==> src/rtl/note_sequencer_if.sv <==
// Handshake/bus bundle between a note_sequencer voice, its pattern/delta ROMs
// and the phase_generator it feeds.
interface note_sequencer_if #(
    parameter int STEP_BITS = 4,
    parameter int NOTE_BITS = 6,
    parameter int DUR_BITS  = 8
);
    logic                          i_start;
    logic                          i_stop;
    logic                          i_loop;
    logic                          i_tick;
    logic [STEP_BITS-1:0]          o_step_addr;
    logic [NOTE_BITS+DUR_BITS-1:0] i_step_data;
    logic [NOTE_BITS-1:0]          o_note_addr;
    logic [31:0]                   i_note_delta;
    logic [31:0]                   o_phase_delta;
    logic                          o_phase_delta_valid;
    logic                          o_busy;
    logic                          o_done;

    modport slave (
        input  i_start, i_stop, i_loop, i_tick, i_step_data, i_note_delta,
        output o_step_addr, o_note_addr, o_phase_delta, o_phase_delta_valid,
               o_busy, o_done
    );

    modport master (
        output i_start, i_stop, i_loop, i_tick, i_step_data, i_note_delta,
        input  o_step_addr, o_note_addr, o_phase_delta, o_phase_delta_valid,
               o_busy, o_done
    );
endinterface

==> src/rtl/note_sequencer.sv <==
// Walks a {note,duration} pattern ROM, looks each note up in a phase-delta
// table and strobes the delta into one phase_generator voice per step.
module note_sequencer #(
    parameter int STEP_BITS = 4,
    parameter int NOTE_BITS = 6,
    parameter int DUR_BITS  = 8
) (
    input  logic            i_clk,
    input  logic            i_rst,
    note_sequencer_if.slave bus
);
    typedef enum logic [2:0] {
        S_IDLE   = 3'd0,
        S_FETCH  = 3'd1,
        S_LATCH  = 3'd2,
        S_LOOKUP = 3'd3,
        S_LOAD   = 3'd4,
        S_HOLD   = 3'd5,
        S_DONE   = 3'd6
    } state_t;

    localparam logic [STEP_BITS-1:0] LAST_STEP = {STEP_BITS{1'b1}};
    localparam logic [DUR_BITS-1:0]  ONE_TICK  = DUR_BITS'(1);

    state_t                r_state;
    logic [STEP_BITS-1:0]  r_step_addr;
    logic [NOTE_BITS-1:0]  r_note_addr;
    logic [NOTE_BITS-1:0]  r_note;
    logic [DUR_BITS-1:0]   r_dur;
    logic [DUR_BITS-1:0]   r_counter;
    logic [31:0]           r_phase_delta;
    logic                  r_valid;
    logic                  r_busy;
    logic                  r_done;

    logic [NOTE_BITS-1:0]  w_step_note;
    logic [DUR_BITS-1:0]   w_step_dur;

    assign w_step_note = bus.i_step_data[NOTE_BITS+DUR_BITS-1:DUR_BITS];
    assign w_step_dur  = bus.i_step_data[DUR_BITS-1:0];

    assign bus.o_step_addr         = r_step_addr;
    assign bus.o_note_addr         = r_note_addr;
    assign bus.o_phase_delta       = r_phase_delta;
    assign bus.o_phase_delta_valid = r_valid;
    assign bus.o_busy              = r_busy;
    assign bus.o_done              = r_done;

    // Sequencer FSM with all outputs registered.
    always_ff @(posedge i_clk) begin
        if (i_rst) begin
            r_state       <= S_IDLE;
            r_step_addr   <= {STEP_BITS{1'b0}};
            r_note_addr   <= {NOTE_BITS{1'b0}};
            r_note        <= {NOTE_BITS{1'b0}};
            r_dur         <= {DUR_BITS{1'b0}};
            r_counter     <= {DUR_BITS{1'b0}};
            r_phase_delta <= 32'd0;
            r_valid       <= 1'b0;
            r_busy        <= 1'b0;
            r_done        <= 1'b0;
        end else begin
            r_valid <= 1'b0;
            r_done  <= 1'b0;
            if ((r_state != S_IDLE) && bus.i_stop) begin
                // DONE already carries delta 0 and a strobe, so no second strobe there.
                r_state       <= S_IDLE;
                r_busy        <= 1'b0;
                r_phase_delta <= 32'd0;
                r_valid       <= (r_state != S_DONE);
            end else begin
                case (r_state)
                    S_IDLE: begin
                        if (bus.i_start) begin
                            r_step_addr <= {STEP_BITS{1'b0}};
                            r_busy      <= 1'b1;
                            r_state     <= S_FETCH;
                        end else begin
                            r_state <= S_IDLE;
                        end
                    end
                    S_FETCH: r_state <= S_LATCH;
                    S_LATCH: begin
                        r_note <= w_step_note;
                        r_dur  <= w_step_dur;
                        if (w_step_dur != {DUR_BITS{1'b0}}) begin
                            r_note_addr <= w_step_note;
                            r_state     <= S_LOOKUP;
                        end else if (bus.i_loop) begin
                            r_step_addr <= {STEP_BITS{1'b0}};
                            r_state     <= S_FETCH;
                        end else begin
                            r_phase_delta <= 32'd0;
                            r_valid       <= 1'b1;
                            r_done        <= 1'b1;
                            r_state       <= S_DONE;
                        end
                    end
                    S_LOOKUP: r_state <= S_LOAD;
                    S_LOAD: begin
                        r_phase_delta <= (r_note == {NOTE_BITS{1'b0}}) ? 32'd0 : bus.i_note_delta;
                        r_valid       <= 1'b1;
                        r_counter     <= r_dur;
                        r_state       <= S_HOLD;
                    end
                    S_HOLD: begin
                        if (!bus.i_tick) begin
                            r_state <= S_HOLD;
                        end else if (r_counter != ONE_TICK) begin
                            r_counter <= r_counter - ONE_TICK;
                        end else if (r_step_addr != LAST_STEP) begin
                            r_step_addr <= r_step_addr + {{(STEP_BITS-1){1'b0}}, 1'b1};
                            r_state     <= S_FETCH;
                        end else if (bus.i_loop) begin
                            r_step_addr <= {STEP_BITS{1'b0}};
                            r_state     <= S_FETCH;
                        end else begin
                            r_phase_delta <= 32'd0;
                            r_valid       <= 1'b1;
                            r_done        <= 1'b1;
                            r_state       <= S_DONE;
                        end
                    end
                    S_DONE: begin
                        r_busy  <= 1'b0;
                        r_state <= S_IDLE;
                    end
                    default: begin
                        r_busy  <= 1'b0;
                        r_state <= S_IDLE;
                    end
                endcase
            end
        end
    end
endmodule
==> src/flat_wrapper.sv <==
// flat-port wrapper written by rule: the top's interface ports become plain ports
module note_sequencer_flat 
#(
    parameter int STEP_BITS = 4,
    parameter int NOTE_BITS = 6,
    parameter int DUR_BITS  = 8
)
  (i_clk, i_rst, bus_i_start, bus_i_stop, bus_i_loop, bus_i_tick, bus_i_step_data, bus_i_note_delta, bus_o_step_addr, bus_o_note_addr, bus_o_phase_delta, bus_o_phase_delta_valid, bus_o_busy, bus_o_done);
  note_sequencer_if #(.STEP_BITS(STEP_BITS), .NOTE_BITS(NOTE_BITS), .DUR_BITS(DUR_BITS)) bus_i ();
  input  logic i_clk;
  input  logic i_rst;
  input wire logic [$bits(bus_i.i_start)-1:0] bus_i_start;
  input wire logic [$bits(bus_i.i_stop)-1:0] bus_i_stop;
  input wire logic [$bits(bus_i.i_loop)-1:0] bus_i_loop;
  input wire logic [$bits(bus_i.i_tick)-1:0] bus_i_tick;
  input wire logic [$bits(bus_i.i_step_data)-1:0] bus_i_step_data;
  input wire logic [$bits(bus_i.i_note_delta)-1:0] bus_i_note_delta;
  output wire logic [$bits(bus_i.o_step_addr)-1:0] bus_o_step_addr;
  output wire logic [$bits(bus_i.o_note_addr)-1:0] bus_o_note_addr;
  output wire logic [$bits(bus_i.o_phase_delta)-1:0] bus_o_phase_delta;
  output wire logic [$bits(bus_i.o_phase_delta_valid)-1:0] bus_o_phase_delta_valid;
  output wire logic [$bits(bus_i.o_busy)-1:0] bus_o_busy;
  output wire logic [$bits(bus_i.o_done)-1:0] bus_o_done;
  assign bus_i.i_start = bus_i_start;
  assign bus_i.i_stop = bus_i_stop;
  assign bus_i.i_loop = bus_i_loop;
  assign bus_i.i_tick = bus_i_tick;
  assign bus_i.i_step_data = bus_i_step_data;
  assign bus_i.i_note_delta = bus_i_note_delta;
  assign bus_o_step_addr = bus_i.o_step_addr;
  assign bus_o_note_addr = bus_i.o_note_addr;
  assign bus_o_phase_delta = bus_i.o_phase_delta;
  assign bus_o_phase_delta_valid = bus_i.o_phase_delta_valid;
  assign bus_o_busy = bus_i.o_busy;
  assign bus_o_done = bus_i.o_done;
  note_sequencer #(.STEP_BITS(STEP_BITS), .NOTE_BITS(NOTE_BITS), .DUR_BITS(DUR_BITS)) u_core (.i_clk(i_clk), .i_rst(i_rst), .bus(bus_i));
endmodule
==> config.mk <==
export PLATFORM = sky130hd
export DESIGN_NAME = note_sequencer_flat
export DESIGN_NICKNAME = d
export VERILOG_FILES = /design/src/rtl/note_sequencer_if.sv /design/src/rtl/note_sequencer.sv /design/src/flat_wrapper.sv
export SDC_FILE = /design/constraint.sdc
export NUM_CORES = 1
export LEC_CHECK = 0
export CAP_MARGIN = 15
export CORE_UTILIZATION = 40
export CTS_BUF_LIST = sky130_fd_sc_hd__clkbuf_4
export CTS_CLUSTER_DIAMETER = 60
export DETAILED_ROUTE_END_ITERATION = 6
export DONT_BUFFER_PORTS = 1
export GPL_ROUTABILITY_DRIVEN = 0
export GPL_TIMING_DRIVEN = 0
export PLACE_DENSITY_LB_ADDON = 0.25
export SLEW_MARGIN = 20
export SYNTH_ARGS = -nofsm -noshare
export SYNTH_HDL_FRONTEND = slang
export SYNTH_SLANG_ARGS = --single-unit
==> constraint.sdc <==
create_clock -name i_clk -period 2 [get_ports i_clk]
set_input_delay 0.2 -clock i_clk [delete_from_list [all_inputs] [get_ports i_clk]]
set_output_delay 0.2 -clock i_clk [all_outputs]
set_load 0.1 [all_outputs]
* Yosys cells after proc, flatten, opt, wreduce, memory -nomap -nowiden
Index checks and enable logic that the tools add are counted.
** Operators by class
- Add/sub/neg operators :: 2
- Equality and inequality tests :: 15
- Muxes and demuxes :: 34
- Bitwise operators :: 2
- Reduce and logical (&&, ||, !) cells :: 16
** Operators by type and width (number)
- 2-to-1 mux 32 bit :: 6
- case mux 32 bit (3 select lines) :: 1
- 2-to-1 mux 4 bit :: 6
- case mux 3 bit (6 select lines) :: 1
- 2-to-1 mux 8 bit :: 2
- case mux 8 bit (2 select lines) :: 1
- 2-to-1 mux 3 bit :: 5
- case mux 4 bit (3 select lines) :: 1
- inequality test 2 bit (second input constant) :: 5
- nonzero test 3 bit :: 3
- 2-to-1 mux 1 bit :: 8
- inequality test 8 x 1 -> 1 bit (second input constant) :: 1
- nonzero test 8 bit :: 1
- subtractor 8 x 1 -> 8 bit (second input constant) :: 1
- equality test 3 x 2 -> 1 bit (second input constant) :: 2
- equality test 3 bit (second input constant) :: 2
- logical NOT 6 bit :: 1
- inequality test 3 bit (second input constant) :: 2
- AND reduction 6 bit :: 1
- AND reduction 5 bit :: 1
- OR reduction 5 bit :: 1
- adder 4 x 1 -> 4 bit (second input constant) :: 1
- inequality test 4 bit (second input constant) :: 1
- case mux 1 bit (2 select lines) :: 2
- 11 further kinds :: 13
** Word-level totals
- Register bits after elaboration :: 70
- Input port bits :: 52
- Output and inout port bits :: 45
- Word-level logic and storage cells :: 79

* Depth between registers and ports, before layout
Gate-level depths: netlist (run 1).
- Word-level depth :: 6
- Gate-level depth with buffers :: 7
- Depth with buffers taken out :: 6

* Worst setup path before layout (run 1)
OpenSTA, ideal clock, no wires.
- Kind :: flip-flop to flip-flop
- Start point :: register u_core.r_step_addr[0] (netlist: u_core.bus.o_step_addr[0])
- End point :: register u_core.r_phase_delta[10] (netlist: u_core.bus.o_phase_delta[10])
- Library setup time :: 0.118 ns
- Arrival :: 2.275 ns
- Required time :: 1.882 ns
- Slack :: -0.392 ns
- Cell stages (with the launch flop) :: 8
- Path buffers :: 1
- Clock period less this slack :: 2.392 ns
- Path through :: dfxtp_1 ha_1 and4_1 a41oi_1 a21oi_2 nor2_2 buf_6 a22o_1
** On the way
- Cells in the longest elaborated chain, start to end :: 3
** RTL lines
- start, declared :: line note_sequencer.sv:26 : logic [STEP_BITS-1:0] r_step_addr;
- start signal, assigned :: line note_sequencer.sv:53 : r_step_addr <= {STEP_BITS{1'b0}};
- start signal, assigned :: line note_sequencer.sv:75 : r_step_addr <= {STEP_BITS{1'b0}};
- start signal, assigned :: line note_sequencer.sv:90 : r_step_addr <= {STEP_BITS{1'b0}};
- inequality test 4 bit :: line note_sequencer.sv:111 : end else if (r_step_addr != LAST_STEP) begin
- inequality test 2 bit (no line)
- AND reduction 5 bit (no line)
- end signal, assigned :: line note_sequencer.sv:101 : r_phase_delta <= (r_note == {NOTE_BITS{1'b0}}) ? 32'd0 : bus.i_note_delta;
- end, declared :: line note_sequencer.sv:31 : logic [31:0] r_phase_delta;
Every way passes these cells.
A chain may end at the register's enable or synchronous reset.

* Final worst setup path (run 1)
- Start point :: register u_core.r_step_addr[0] (netlist: u_core.bus.o_step_addr[0])
- End point :: register u_core.r_phase_delta[9] (netlist: u_core.bus.o_phase_delta[9])
Same word-level chain as after synthesis.

==> results.py, run 1 <==
metrics = {
    "pwr": {
        "peakVddDrop_mv": 0.4237,
        "leakagePower_nw": 1.367,
        "power_density_nw_per_um2": 746.9,
    },
    "clock_network": {
        "cts_root_buffer": "clkbuf_4",
        "clock-sinks": 70,
        "clk_pin_slew_ns": 0.13,
        "clockBufferDepth": 2,
        "clk_latency_ns": 0.42,
        "htree_levels": 3,
        "cts_tree": "built",
        "numCtsBuffers": 9,
    },
    "logic_synthesis": {
        "syn-cell-area_um2": 3019,
        "synth_top_area_cell": "dfxtp_1",
        "synth_adder_area_share_pct": 1.243,
        "synth.net_count": 375,
        "synth_cell_type_count": 54,
        "netlist.area_leader.share_pct": 46.42,
        "synth_compound_area_share_pct": 25.53,
        "ys_ff_latch": 70,
        "synth_area_per_cell_um2": 9.435,
        "yosysSeqAreaShare_pct": 46.42,
        "yosys-top-cells-count": "dfxtp_1 (70), nand2_1 (40), a22o_1 (33)",
        "synth_xor_area_share_pct": 0,
        "yosys_warnings": 0,
        "syn-instance-count": 320,
        "synthArstFlopShare_pct": 0,
        "synth.area.top_cells": "dfxtp_1 (46%), a22o_1 (9.6%), a21oi_1 (5.1%), nand2_1 (5.0%), nor4_4 (2.8%)",
        "synth-simple-area-share_pct": 19.98,
        "synth_most_common_cell": "dfxtp_1",
        "synth_top_family_by_area": "compound AO/OA/AOI/OAI gates",
        "synth_edf_count": 0,
        "synth_top_flop_cell": "dfxtp_1",
        "muxShareOfSynthArea_pct": 2.321,
    },
    "placement": {
        "hpwl_mm": 4.927,
        "post-place-cells": 419,
        "io_buffers": 0,
    },
    "finish": {
        "layout-drive-gt1-share_pct": 14.36,
        "final_core_util_pct": 53.24,
        "fin_nets": 440,
        "area_growth_pct": 28.59,
        "antenna_cells": 0,
        "nFillCells": 642,
        "fin_cells": 489,
    },
    "timing": {
        "fmax_ghz": 0.5123,
        "worst_pin_slew_ns": 0.9936,
        "drv_slew": 0,
        "relSlewSlack_pct": 33.67,
        "rsz0062_at_grt": "yes",
        "finalHoldViolations": 0,
        "fin_crit_ns": 1.952,
        "fin_crit_sh_pct": 97.60,
        "fin_skew_ns": 0.02848,
        "setup_viol": 0,
    },
    "global_route": {
        "busiest_layer": "met2",
        "grt_util_met1_pct": 22.93,
        "antenna_found_initial": 0,
        "grt-ovfl-total": 0,
        "grt_max_degree": 13,
        "grt_pass1_wl_mm": 11.68,
        "grt_use_met3_pct": 5.690,
        "grt_pass1_vias": 2548,
        "grt_use_met2_pct": 33.36,
        "grt_use_total_pct": 19.55,
    },
    "route": {
        "dr.pass1.iters": 4,
        "ant_nets": 0,
        "wl_per_cell_um": 15.74,
        "vias_per_cell": 5.407,
        "drtIter0Drc": 114,
        "drt-total-wl_mm": 7.699,
        "vias": 2644,
        "drc": 0,
    },
    "critical_path": {
        "critPathLaunchType": "flip-flop",
        "cp.arrival_ns": 2.24,
        "endpoint_kind": "flip-flop",
        "path_cells": "ha_4, and4_4, a41oi_2, a21oi_4, nor2_4, buf_6, a22o_1",
        "slowest_stage": "dfxtp_4",
        "critical_path_required_ns": 2.29,
        "worst_path_largest_cell_delay_ns": 0.60,
        "regToRegSetupSlack_ns": 0.05,
        "cp_max_fo": 7,
        "crit_type": "flip-flop to flip-flop",
    },
    "die": {
        "ioPinCount": 97,
        "die_y_um": 88.88,
        "num_rows": 31,
        "core_um2": 7292,
        "start_util_pct": 41.40,
        "die_w_um": 88.88,
        "die_area_um2": 7900,
    },
    "status": {
        "outcome": "complete, no violations",
    },
    "job": {
        "maxCapViolCount": 0,
    },
    "hold_path": {
        "hold_class": "input pin to flip-flop",
    },
}
[critical path: cells and delay by family, from the launching register on]
kind	cells	cell delay, ns
flops	1	0.60
simple gates	2	0.33
fa+ha+maj	1	0.23
buf+inv	1	0.14
compound gates	3	0.52
[area by class of cell]
cell class              count  area (µm²)  share of cell area, %
multi-input cells         224        1524                  39.25
inverters                   5       18.77                 0.4834
flip-flops and latches     70        1416                  36.48
clock buffers              10       75.07                  1.934
plain buffers              20       121.4                  3.126
repair buffers             55       540.5                  13.92
well taps                  99       123.9                  3.190
clock inverters             6       62.56                  1.611
[routing by layer]
layer,vias up,wire length [µm]
li1,1316,-
met1,1195,3416
met2,121,3492
met3,12,679
met4,0,111
met5,-,0
[through the flow]
| stage | power (mW) | setup TNS [ns] | hold WS, ns | setup WS, ns | area (µm²) |
|---|---|---|---|---|---|
| 4_1_cts | 2.909 | 0 | 0.02405 | 0.004125 | 3789 |
| 2_1_floorplan | 1.851 | 0 | 0.3002 | 0.1567 | 3029 |
| 5_1_grt | 3.044 | -0.09021 | 0.04662 | -0.02276 | 3882 |
| 3_3_place_gp | 1.920 | -1.816 | 0.3038 | -0.1062 | 3153 |
| 3_5_place_dp | 1.921 | -1.966 | 0.3078 | -0.07519 | 3153 |
| 6_report | 2.900 | 0 | 0.05058 | 0.04806 | 3882 |
[cells by family (layout without fill, tap and decap cells)]
| group | after synthesis | after routing |
|---|---|---|
| AOI/OAI and AO/OA | 109 | 109 |
| and+or+nand+nor | 105 | 105 |
| DFF | 70 | 70 |
| buffers and inverters | 26 | 96 |
| muxes | 7 | 7 |
| adders and majority gates | 3 | 3 |
[layout by cell type, fill, tap and decap left out, types with 2 or more instances in the layout]
cell,Yosys,layout
mux2i_1,7,7
dfxtp_4,0,4
buf_6,4,6
inv_1,5,5
nor3_1,5,5
nor4_4,4,4
a31oi_1,4,4
a211oi_1,4,4
or4_1,2,2
clkinv_4,0,2
buf_4,0,8
nor3b_1,2,2
clkbuf_1,10,9
or2_1,2,2
o21ai_1,3,3
a21oi_4,1,2
nor2b_1,5,5
buf_2,7,4
nand3_1,2,2
dlygate4sd3_1,0,48
nand2b_2,0,2
clkinv_2,0,3
a22o_1,33,33
nand2b_1,7,5
nand3b_1,2,2
nor2_1,20,20
o21ai_0,13,13
dfxtp_1,70,66
ha_1,3,2
o31ai_1,2,2
nand2_1,40,40
or3_1,2,2
o32ai_1,2,2
a211o_1,2,2
clkbuf_4,0,10
a21oi_1,31,31
[registers in the layout, indices dropped and copies added (netlist names)]
signal / cells
u_core.bus.o_step_addr: 4
u_core.bus.o_phase_delta_valid: 1
u_core.r_dur: 8
u_core.bus.o_busy: 1
u_core.r_state: 3
u_core.r_note: 6
u_core.r_counter: 8
u_core.bus.o_phase_delta: 32
u_core.bus.o_note_addr: 6
u_core.bus.o_done: 1
[final timing paths]
check / start / endpoint / cells past startpoint
worst max register to register: u_core.bus.o_step_addr[0]$_SDFFE_PP0P_ / u_core.bus.o_phase_delta[9]$_SDFFE_PP0P_ / 7
worst min-delay path: bus_i_loop / u_core.bus.o_done$_SDFF_PP0_ / 2
worst min register to register: u_core.r_note[1]$_SDFFE_PP0P_ / u_core.r_note[1]$_SDFFE_PP0P_ / 2
worst max-delay path: u_core.bus.o_step_addr[0]$_SDFFE_PP0P_ / u_core.bus.o_phase_delta[9]$_SDFFE_PP0P_ / 7
[repair_timing]
| item | 4_1_cts | 5_1_grt |
|---|---|---|
| endpoints found under the setup margin | 34 | 37 |
| gates resized for setup | 4 | 17 |
| hold buffers | 48 | 0 |
| pin swaps | 1 | 6 |
| setup buffers | 0 | 5 |
| endpoints found under the hold margin | 54 | 0 |
| gates cloned | 0 | 2 |
[power by group]
part           total (mW)  internal (mW)  switching, mW
Clock               0.908          0.393          0.515
Combinational       0.435          0.207          0.228
Sequential           1.56           1.43          0.130
Total                2.90           2.03          0.873
Note: power is estimated with default switching activity, not from simulation.
==> run 2, diff against run 1 <==
==> constraint.sdc (replaced) <==
create_clock -name i_clk -period 2.35 [get_ports i_clk]
set_input_delay 0.235 -clock i_clk [delete_from_list [all_inputs] [get_ports i_clk]]
set_output_delay 0.235 -clock i_clk [all_outputs]
set_load 0.1 [all_outputs]
==> run 2 against run 1 <==
Clock-buffer cell count fell by 1. Utilization fell by 1.6 points. Clock power fell by 18%. Critical endpoint is now u_core.bus.o_phase_delta[4]$_SDFFE_PP0P_. Clock skew fell by 0.0036 ns. Largest cell class unchanged. Sequential cell count did not move. Total power fell by 16%. Worst setup slack improved by 0.15 ns. Sequential share of layout area rose by 0.99 points. Register-to-register slack improved by 0.15 ns. Non-clock buffer count fell by 6. Highest routed layer unchanged.
==> results.py, run 2 (synthesized netlist as in run 1, its figures left out) <==
metrics = {
    "global_route": {
        "grt_pass1_vias": 2518,
        "grt_max_degree": 13,
        "grt-ovfl-total": 0,
        "grt_pass1_wl_mm": 11.72,
        "grt_use_total_pct": 19.53,
        "antenna_found_initial": 0,
    },
    "clock_network": {
        "clock-sinks": 70,
        "cts_tree": "built",
        "clockBufferDepth": 2,
        "numCtsBuffers": 9,
        "post-cts-setup-buffer-count": 0,
        "cts_root_buffer": "clkbuf_4",
        "htree_levels": 3,
        "clk_pin_slew_ns": 0.13,
        "clk_latency_ns": 0.40,
    },
    "pwr": {
        "swShare_pct": 30.06,
        "power_density_nw_per_um2": 644.6,
        "p_seq_share_pct": 54.7,
        "leakagePower_nw": 1.323,
        "p_clk_share_pct": 30.7,
        "comb_power_share_pct": 14.6,
        "peakVddDrop_mv": 0.2951,
        "netSwitchingPower_uw": 729.7,
        "internal-power_mw": 1.698,
    },
    "finish": {
        "fin_area_um2": 3766,
        "layout_common_cells": "dfxtp_1 (66), dlygate4sd3_1 (48), nand2_1 (40)",
        "area_growth_pct": 24.74,
        "largest_reg_flops": 32,
        "antenna_cells": 0,
        "layout-drive-gt1-share_pct": 11.20,
        "fin_cells": 483,
        "fin_nets": 434,
        "layout_commonest_cell": "dfxtp_1",
        "final_core_util_pct": 51.65,
    },
    "placement": {
        "dp_slack_ns": -0.05740,
        "dpl_cell_area_um2": 3146,
        "hpwl_mm": 4.937,
        "post-place-cells": 419,
        "io_buffers": 0,
    },
    "timing": {
        "fin_skew_ns": 0.02484,
        "worst_pin_slew_ns": 0.9947,
        "setup_viol": 0,
        "fmax_ghz": 0.4641,
        "rsz0062_at_grt": "no",
        "relSlewSlack_pct": 33.59,
        "setup_ws_ns": 0.1951,
        "finalHoldViolations": 0,
        "fin_crit_sh_pct": 91.70,
        "tns_ns": 0,
        "fin_crit_ns": 2.155,
        "drv_slew": 0,
    },
    "route": {
        "wl_per_cell_um": 15.99,
        "ant_nets": 0,
        "drc": 0,
        "drt-total-wl_mm": 7.723,
        "dr.pass1.iters": 4,
        "vias_per_cell": 5.375,
        "vias": 2596,
        "drtIter0Drc": 103,
    },
    "die": {
        "start_util_pct": 41.40,
        "die_w_um": 88.88,
        "ioPinCount": 97,
        "core_um2": 7292,
        "die_area_um2": 7900,
        "num_rows": 31,
        "die_y_um": 88.88,
    },
    "critical_path": {
        "critPathLaunchType": "flip-flop",
        "r2r_cells": 7,
        "crit-reg2reg-launch": "u_core.bus.o_step_addr[0]$_SDFFE_PP0P_",
        "cp.arrival_ns": 2.43,
        "endpoint_kind": "flip-flop",
        "r2r_end": "u_core.bus.o_phase_delta[4]$_SDFFE_PP0P_",
        "critical_path_required_ns": 2.62,
        "cp_max_fo": 10,
        "crit_type": "flip-flop to flip-flop",
        "regToRegSetupSlack_ns": 0.20,
    },
    "hold_path": {
        "worstHoldStart": "bus_i_loop",
        "hold_class": "input pin to flip-flop",
        "holdPathEnd": "u_core.bus.o_phase_delta_valid$_SDFF_PP0_",
        "hold_depth": 2,
    },
    "job": {
        "maxCapViolCount": 0,
    },
    "status": {
        "outcome": "complete, no violations",
    },
}
-- run 2: cell types whose count changed in the layout (fill, tap and decap cells not counted), sizes merged --
cell,delta
buf,-7
clkinvlp,+1
-- run 2: area by class of cell --
class                   count  area, µm²
well taps                  99      123.9
inverters                   5      18.77
clock inverters             7      65.06
repair buffers             48      480.5
plain buffers              21      117.6
fillers                   673       3526
clock buffers               9      67.56
multi-input cells         224       1481
flip-flops and latches     70       1411
-- run 2: what timing repair did --
item,in CTS,in global routing
gates cloned,0,0
pin swaps,0,0
gates resized for setup,2,2
hold buffers,48,0
hold endpoints to repair,54,0
setup endpoints to repair,33,32
-- run 2: power by group through the flow --
| stage | clock [mW] | combinational (mW) | sequential (mW) |
|---|---|---|---|
| floorplan | 0 | 0.227 | 1.35 |
| global placement | 0 | 0.281 | 1.36 |
| detailed placement | 0 | 0.281 | 1.36 |
| CTS | 0.774 | 0.349 | 1.33 |
| global route | 0.837 | 0.388 | 1.34 |
| finish | 0.745 | 0.354 | 1.33 |
-- run 2: worst max-delay path by stage --
stage	start	end	slack, ns
global route	u_core.bus.o_step_addr[0]$_SDFFE_PP0P_	u_core.bus.o_phase_delta[4]$_SDFFE_PP0P_	0.11
finish	u_core.bus.o_step_addr[0]$_SDFFE_PP0P_	u_core.bus.o_phase_delta[4]$_SDFFE_PP0P_	0.20
CTS	u_core.bus.o_step_addr[0]$_SDFFE_PP0P_	u_core.bus.o_phase_delta[10]$_SDFFE_PP0P_	0.03
global placement	u_core.bus.o_step_addr[2]$_SDFFE_PP0P_	u_core.bus.o_done$_SDFF_PP0_	-0.08
detailed placement	u_core.bus.o_step_addr[2]$_SDFFE_PP0P_	u_core.bus.o_done$_SDFF_PP0_	-0.06
floorplan	u_core.bus.o_step_addr[2]$_SDFFE_PP0P_	u_core.bus.o_phase_delta[10]$_SDFFE_PP0P_	0.19
-- run 2: per-stage QoR --
step | hold slack (ns) | total power [mW]
final | 0.08418 | 2.428
after global routing | 0.06815 | 2.560
after CTS | 0.05777 | 2.453
after detailed placement | 0.3414 | 1.638
after global placement | 0.3432 | 1.637
after floorplan | 0.3352 | 1.577
-- run 2: worst max-delay path, stage by stage, from the launching register on --
cell and delay, ns:
dfxtp_4 0.59, ha_1 0.35, and4_1 0.26, a41oi_1 0.15, a21oi_2 0.17, nor2_2 0.10, buf_6 0.17, a22o_1 0.25
-- run 2: metal layers --
metal,GRT usage [%],wire [µm]
met1,23.58,3494
met2,33.36,3485
met3,5.131,654
met4,7.185,90
met5,0,0
